<file path="config.mk">
export PLATFORM = sky130hd
export DESIGN_NAME = case_sel_pipe_flat
export DESIGN_NICKNAME = d
export VERILOG_FILES = /design/src/rtl/case_sel_pipe_if.sv /design/src/rtl/case_sel_pipe.sv /design/src/flat_wrapper.sv
export SDC_FILE = /design/constraint.sdc
export NUM_CORES = 1
export LEC_CHECK = 0
export BUFFER_PORTS_ARGS = -buffer_cell sky130_fd_sc_hd__buf_4
export CAP_MARGIN = 10
export CORE_MARGIN = 2
export CORE_UTILIZATION = 47
export CTS_CLUSTER_DIAMETER = 50
export CTS_CLUSTER_SIZE = 25
export DETAILED_ROUTE_END_ITERATION = 7
export PLACE_DENSITY_LB_ADDON = 0.25
export SLEW_MARGIN = 20
export SYNTH_ARGS = -nofsm -noshare
export SYNTH_HDL_FRONTEND = slang
export SYNTH_SLANG_ARGS = --single-unit
export TNS_END_PERCENT = 5
</file>
<file path="constraint.sdc">
create_clock -name clk -period 1.9 [get_ports clk]
set_clock_uncertainty 0.1 [all_clocks]
set_input_delay 0.19 -clock clk [delete_from_list [all_inputs] [get_ports clk]]
set_output_delay 0.19 -clock clk [all_outputs]
set_load 0.02 [all_outputs]
</file>
<file path="src/rtl/case_sel_pipe_if.sv">
// Valid/ready bus for case_sel_pipe: multi-channel input beat in, one selected channel out.
// The master drives the input side and consumes the output side; the slave is the pipeline.
interface case_sel_pipe_if #(
    parameter int unsigned WIDTH = 8,
    parameter int unsigned NCH   = 4,
    parameter int unsigned SELW  = 2
);
    logic [NCH*WIDTH-1:0] in_data;
    logic [SELW-1:0]      sel;
    logic                 scan_en;
    logic                 in_valid;
    logic                 in_ready;
    logic [WIDTH-1:0]     out_data;
    logic [SELW-1:0]      out_ch;
    logic                 out_default;
    logic                 out_valid;
    logic                 out_ready;

    modport master (
        output in_data, sel, scan_en, in_valid, out_ready,
        input  in_ready, out_data, out_ch, out_default, out_valid
    );

    modport slave (
        input  in_data, sel, scan_en, in_valid, out_ready,
        output in_ready, out_data, out_ch, out_default, out_valid
    );
endinterface

</file>
<file path="src/rtl/case_sel_pipe.sv">
// Registered channel selector with one skid entry and an auto-scan select counter.
// Define CASE_SEL_HOLD_LAST_EN to output the last in-range data on out-of-range selects.
module case_sel_pipe #(
    parameter int unsigned      WIDTH   = 8,
    parameter int unsigned      NCH     = 4,
    parameter int unsigned      SELW    = 2,
    parameter logic [WIDTH-1:0] DEFAULT = '0
) (
    input logic            clk,
    input logic            rst,
    case_sel_pipe_if.slave bus
);
    localparam logic [SELW-1:0] LAST_CH = SELW'(NCH - 1);

    logic             accept;
    logic [SELW-1:0]  esel;
    logic             in_range;
    logic [WIDTH-1:0] dec_data;
    logic [WIDTH-1:0] miss_data;
    logic [SELW-1:0]  scan_cnt_q;

    logic [WIDTH-1:0] out_data_q, skid_data_q;
    logic [SELW-1:0]  out_ch_q, skid_ch_q;
    logic             out_dflt_q, skid_dflt_q;
    logic             out_valid_q, skid_valid_q;

    assign bus.in_ready = !skid_valid_q && !rst;
    assign accept       = bus.in_valid && bus.in_ready;
    assign esel         = bus.scan_en ? scan_cnt_q : bus.sel;
    assign in_range     = 32'(esel) < NCH;

`ifdef CASE_SEL_HOLD_LAST_EN
    logic [WIDTH-1:0] hold_q;

    // Tracks the newest accepted in-range beat; beat order makes it the last one output.
    always_ff @(posedge clk) begin
        if (rst) begin
            hold_q <= DEFAULT;
        end else if (accept && in_range) begin
            hold_q <= dec_data;
        end
    end

    assign miss_data = hold_q;
`else
    assign miss_data = DEFAULT;
`endif

    // Unused select codes never match a channel, so they fall through to miss_data.
    always_comb begin
        dec_data = miss_data;
        for (int unsigned k = 0; k < NCH; k++) begin
            if (esel == SELW'(k)) begin
                dec_data = bus.in_data[k*WIDTH +: WIDTH];
            end
        end
    end

    always_ff @(posedge clk) begin
        if (rst || !bus.scan_en) begin
            scan_cnt_q <= '0;
        end else if (accept) begin
            scan_cnt_q <= (scan_cnt_q == LAST_CH) ? '0 : scan_cnt_q + 1'b1;
        end
    end

    always_ff @(posedge clk) begin
        if (rst) begin
            out_valid_q  <= 1'b0;
            out_data_q   <= '0;
            out_ch_q     <= '0;
            out_dflt_q   <= 1'b0;
            skid_valid_q <= 1'b0;
            skid_data_q  <= '0;
            skid_ch_q    <= '0;
            skid_dflt_q  <= 1'b0;
        end else begin
            if (!out_valid_q || bus.out_ready) begin
                if (skid_valid_q) begin
                    out_valid_q  <= 1'b1;
                    out_data_q   <= skid_data_q;
                    out_ch_q     <= skid_ch_q;
                    out_dflt_q   <= skid_dflt_q;
                    skid_valid_q <= 1'b0;
                end else if (accept) begin
                    out_valid_q <= 1'b1;
                    out_data_q  <= dec_data;
                    out_ch_q    <= esel;
                    out_dflt_q  <= !in_range;
                end else begin
                    out_valid_q <= 1'b0;
                end
            end
            // accept implies an empty skid, so this never collides with the unload above.
            if (accept && out_valid_q && !bus.out_ready) begin
                skid_valid_q <= 1'b1;
                skid_data_q  <= dec_data;
                skid_ch_q    <= esel;
                skid_dflt_q  <= !in_range;
            end
        end
    end

    assign bus.out_valid   = out_valid_q;
    assign bus.out_data    = out_data_q;
    assign bus.out_ch      = out_ch_q;
    assign bus.out_default = out_dflt_q;
endmodule

</file>
<file path="src/flat_wrapper.sv">
// flat-port wrapper written by rule: the top's interface ports become plain ports
module case_sel_pipe_flat 
#(
    parameter int unsigned      WIDTH   = 8,
    parameter int unsigned      NCH     = 4,
    parameter int unsigned      SELW    = 2,
    parameter logic [WIDTH-1:0] DEFAULT = '0
)
  (clk, rst, bus_in_data, bus_sel, bus_scan_en, bus_in_valid, bus_out_ready, bus_in_ready, bus_out_data, bus_out_ch, bus_out_default, bus_out_valid);
  case_sel_pipe_if #(.WIDTH(WIDTH), .NCH(NCH), .SELW(SELW)) bus_i ();
  input logic clk;
  input logic rst;
  input wire logic [$bits(bus_i.in_data)-1:0] bus_in_data;
  input wire logic [$bits(bus_i.sel)-1:0] bus_sel;
  input wire logic [$bits(bus_i.scan_en)-1:0] bus_scan_en;
  input wire logic [$bits(bus_i.in_valid)-1:0] bus_in_valid;
  input wire logic [$bits(bus_i.out_ready)-1:0] bus_out_ready;
  output wire logic [$bits(bus_i.in_ready)-1:0] bus_in_ready;
  output wire logic [$bits(bus_i.out_data)-1:0] bus_out_data;
  output wire logic [$bits(bus_i.out_ch)-1:0] bus_out_ch;
  output wire logic [$bits(bus_i.out_default)-1:0] bus_out_default;
  output wire logic [$bits(bus_i.out_valid)-1:0] bus_out_valid;
  assign bus_i.in_data = bus_in_data;
  assign bus_i.sel = bus_sel;
  assign bus_i.scan_en = bus_scan_en;
  assign bus_i.in_valid = bus_in_valid;
  assign bus_i.out_ready = bus_out_ready;
  assign bus_in_ready = bus_i.in_ready;
  assign bus_out_data = bus_i.out_data;
  assign bus_out_ch = bus_i.out_ch;
  assign bus_out_default = bus_i.out_default;
  assign bus_out_valid = bus_i.out_valid;
  case_sel_pipe #(.WIDTH(WIDTH), .NCH(NCH), .SELW(SELW), .DEFAULT(DEFAULT)) u_core (.clk(clk), .rst(rst), .bus(bus_i));
endmodule
</file>
==> impl_metrics.py <==
metrics = {
    "setup_path": {
        "r2r_end": "u_core.bus.out_data[7]$_SDFFE_PP0P_",
        "critPathTopFamily": "simple AND/OR/NAND/NOR gates",
        "crit_cells": 3,
        "worstSetupStartpointType": "flip-flop",
        "crit_end": "u_core.bus.out_data[7]$_SDFFE_PP0P_",
        "end_kind": "flip-flop",
        "max_stage_delay_ns": 0.56,
        "startpoint": "u_core.skid_valid_q$_SDFFE_PP0P_",
        "crit_arrival_ns": 1.81,
        "rr_startpoint": "u_core.skid_valid_q$_SDFFE_PP0P_",
        "worstPathCellList": "nand2b_1 -> nor4_4 -> a221oi_1",
        "cp.required_ns": 1.99,
        "crit_path_max_fanout": 9,
        "cpMaxStageDelayCell": "nor4_4",
        "cp.buffers_inverters": 0,
        "rrSetupSlack_ns": 0.18,
        "reg2reg_depth": 3,
        "critPathKind": "reg -> reg",
    },
    "route": {
        "vias": 1178,
        "drtIter0Drc": 18,
        "antenna_left": 0,
        "drc_errors": 0,
        "first_pass_iters": 4,
        "post_drt_wl_per_cell_um": 15.7,
        "routed_wl_um": 3160,
        "vias_per_cell": 5.86,
    },
    "clock_tree": {
        "clockBufferDepth": 2,
        "root_buffer": "clkbuf_4",
        "worstSkewPairLatency_ns": 0.32,
        "cts_setup_buffers": 0,
        "numClockSinks": 24,
        "cts_hold_buf": 0,
        "cts_tree": "built",
        "h-tree-depth": 1,
        "cts_resized": 0,
        "clk_pin_slew_ns": 0.13,
        "cts_made_buffers": 3,
    },
    "finish": {
        "fill_cells": 224,
        "syn2layout_area_growth_pct": 35.5,
        "diodes": 0,
        "design_area_um2": 1700,
        "drive_gt1_share_pct": 38.0,
        "layout_commonest_cell": "buf_4",
        "fin_nets": 213,
        "layout_common_cells": "buf_4, mux2i_1, dfxtp_1",
        "register_area_um2": 480,
        "multi_input_area_um2": 711,
    },
    "floorplan": {
        "initial_core_util_pct": 50.1,
        "die_area_um2": 3090,
        "ios": 52,
        "rows": 18,
        "core_area_um2": 2500,
        "die-width_um": 55.6,
        "die_y_um": 55.6,
    },
    "worst_hold_path": {
        "min_path_type": "in -> reg",
    },
    "power_and_ir_drop": {
        "ir_drop_mv": 0.358,
        "p_per_area_nw_per_um2": 633,
        "p_leak_nw": 0.835,
    },
    "synth": {
        "syn_area_per_cell_um2": 10.5,
        "yosysTopAreaCellShare_pct": 38.4,
        "syn_area_um2": 1250,
        "yosysTopAreaCell": "dfxtp_1",
        "synth_cell_type_count": 22,
        "ys_ff_latch": 24,
        "synth_area_leaders": "dfxtp_1, mux2i_1, a221oi_1, a22o_1, o221ai_1",
        "ys_warn_count": 0,
        "syn-num-nets": 159,
        "synth_seq_area_share_pct": 38.4,
        "synth_cells": 119,
    },
    "grt": {
        "overflow": 0,
        "grt_start_max_net_pins": 19,
        "met3_usage_pct": 4.65,
        "antenna_found_initial": 0,
        "grt_usage_pct": 21.7,
        "busiest_layer": "met2",
        "met2_usage_pct": 37.1,
        "grt_use_met1_pct": 26.7,
        "grt_pass1_vias": 1181,
        "grt_pass1_wl_um": 5300,
    },
    "placement": {
        "hpwl_um": 2390,
        "port_buffers": 50,
        "routabilityCongestion": 0.760,
        "dpl_cell_area_um2": 1670,
    },
    "timing": {
        "timing.hold.ws_ns": 0.0520,
        "period_share_pct": 90.4,
        "relSlewSlack_pct": 60.9,
        "fmax_ghz": 0.582,
        "rsz0062_at_grt": "false",
        "tns_ns": 0,
        "finalMaxSlewViolations": 0,
        "period_needed_ns": 1.72,
        "setup_viol": 0,
        "tightestPinTransition_ns": 0.584,
        "final_hold_viol_count": 0,
    },
    "run": {
        "maxCapViolCount": 0,
    },
    "outcome": {
        "status": "completed",
    },
}
[worst register-to-register path, stage by stage, from the launching register on]
cell	delay [ns]
dfxtp_1	0.39
nand2b_1	0.34
nor4_4	0.57
a221oi_1	0.19
[registers in the layout (all words and copies together), names as in the netlist]
register / flops
u_core.bus.out_data: 8
u_core.skid_data_q: 8
u_core.bus.out_ch: 2
u_core.scan_cnt_q: 2
u_core.skid_ch_q: 2
u_core.bus.out_valid: 1
u_core.skid_valid_q: 1
[cell families after synthesis]
logic type,share of synthesized area [%]
and+or+nand+nor,11.7
adders and majority gates,1.00
muxes,23.2
other,0.300
AOI/OAI and AO/OA,20.0
buffers and inverters,5.40
DFF,38.4
[Yosys cell counts, drive strengths merged]
| cell type | instances |
|---|---|
| nand2b | 2 |
| o21ai | 3 |
| a21oi | 2 |
| nor3 | 3 |
| mux2i | 29 |
| buf | 8 |
| o221ai | 8 |
| ha | 1 |
| nand2 | 4 |
| a22o | 8 |
| a211oi | 2 |
| conb | 1 |
| nor4b | 1 |
| a221oi | 8 |
| nor2 | 11 |
| dfxtp | 24 |
| clkinv | 1 |
| nor4 | 1 |
| nor2b | 2 |
[stage by stage]
step | instances | setup WS (ns) | total power, W | utilization [%]
floorplan | 119 | 0.389 | 0.000723 | -
global placement | 198 | 0.227 | 0.000844 | 66.9
detailed placement | 198 | 0.154 | 0.000852 | 66.9
CTS | 201 | 0.172 | 0.00108 | 67.8
global route | 201 | 0.0283 | 0.00112 | 67.8
finish | 201 | 0.183 | 0.00107 | 67.8
[layer usage]
metal	wire (µm)	part of all wire, %
met3	216	6.8
met2	1570	50
met1	1320	42
met5	0	0
met4	42	1.3
[how the worst min path moves through the flow]
| stage | from | endpoint | depth (start not counted) |
|---|---|---|---|
| 2_1_floorplan | bus_scan_en | u_core.scan_cnt_q[0]$_SDFFE_PP0P_ | 2 |
| 3_3_place_gp | u_core.skid_data_q[6]$_SDFFE_PP0P_ | u_core.skid_data_q[6]$_SDFFE_PP0P_ | 1 |
| 3_5_place_dp | u_core.skid_data_q[6]$_SDFFE_PP0P_ | u_core.skid_data_q[6]$_SDFFE_PP0P_ | 1 |
| 4_1_cts | rst | u_core.bus.out_valid$_SDFFE_PP0P_ | 2 |
| 5_1_grt | bus_scan_en | u_core.scan_cnt_q[1]$_SDFFE_PP0P_ | 3 |
| 6_report | bus_scan_en | u_core.scan_cnt_q[1]$_SDFFE_PP0P_ | 3 |
[where the power goes]
part	internal [W]	total [W]	switching, W
sequential	0.000532	0.000549	0.0000177
combinational	0.000152	0.000291	0.000139
clock	0.0000745	0.000234	0.000159
[final cells by class]
class	count	share of cell area (%)
Multi-Input combinational cell	86	41.9
Tap cell	30	2.21
Clock buffer	3	1.33
Inverter	1	0.221
Sequential cell	24	28.3
Timing Repair Buffer	57	26.0
(Power assumes the default switching activity.)
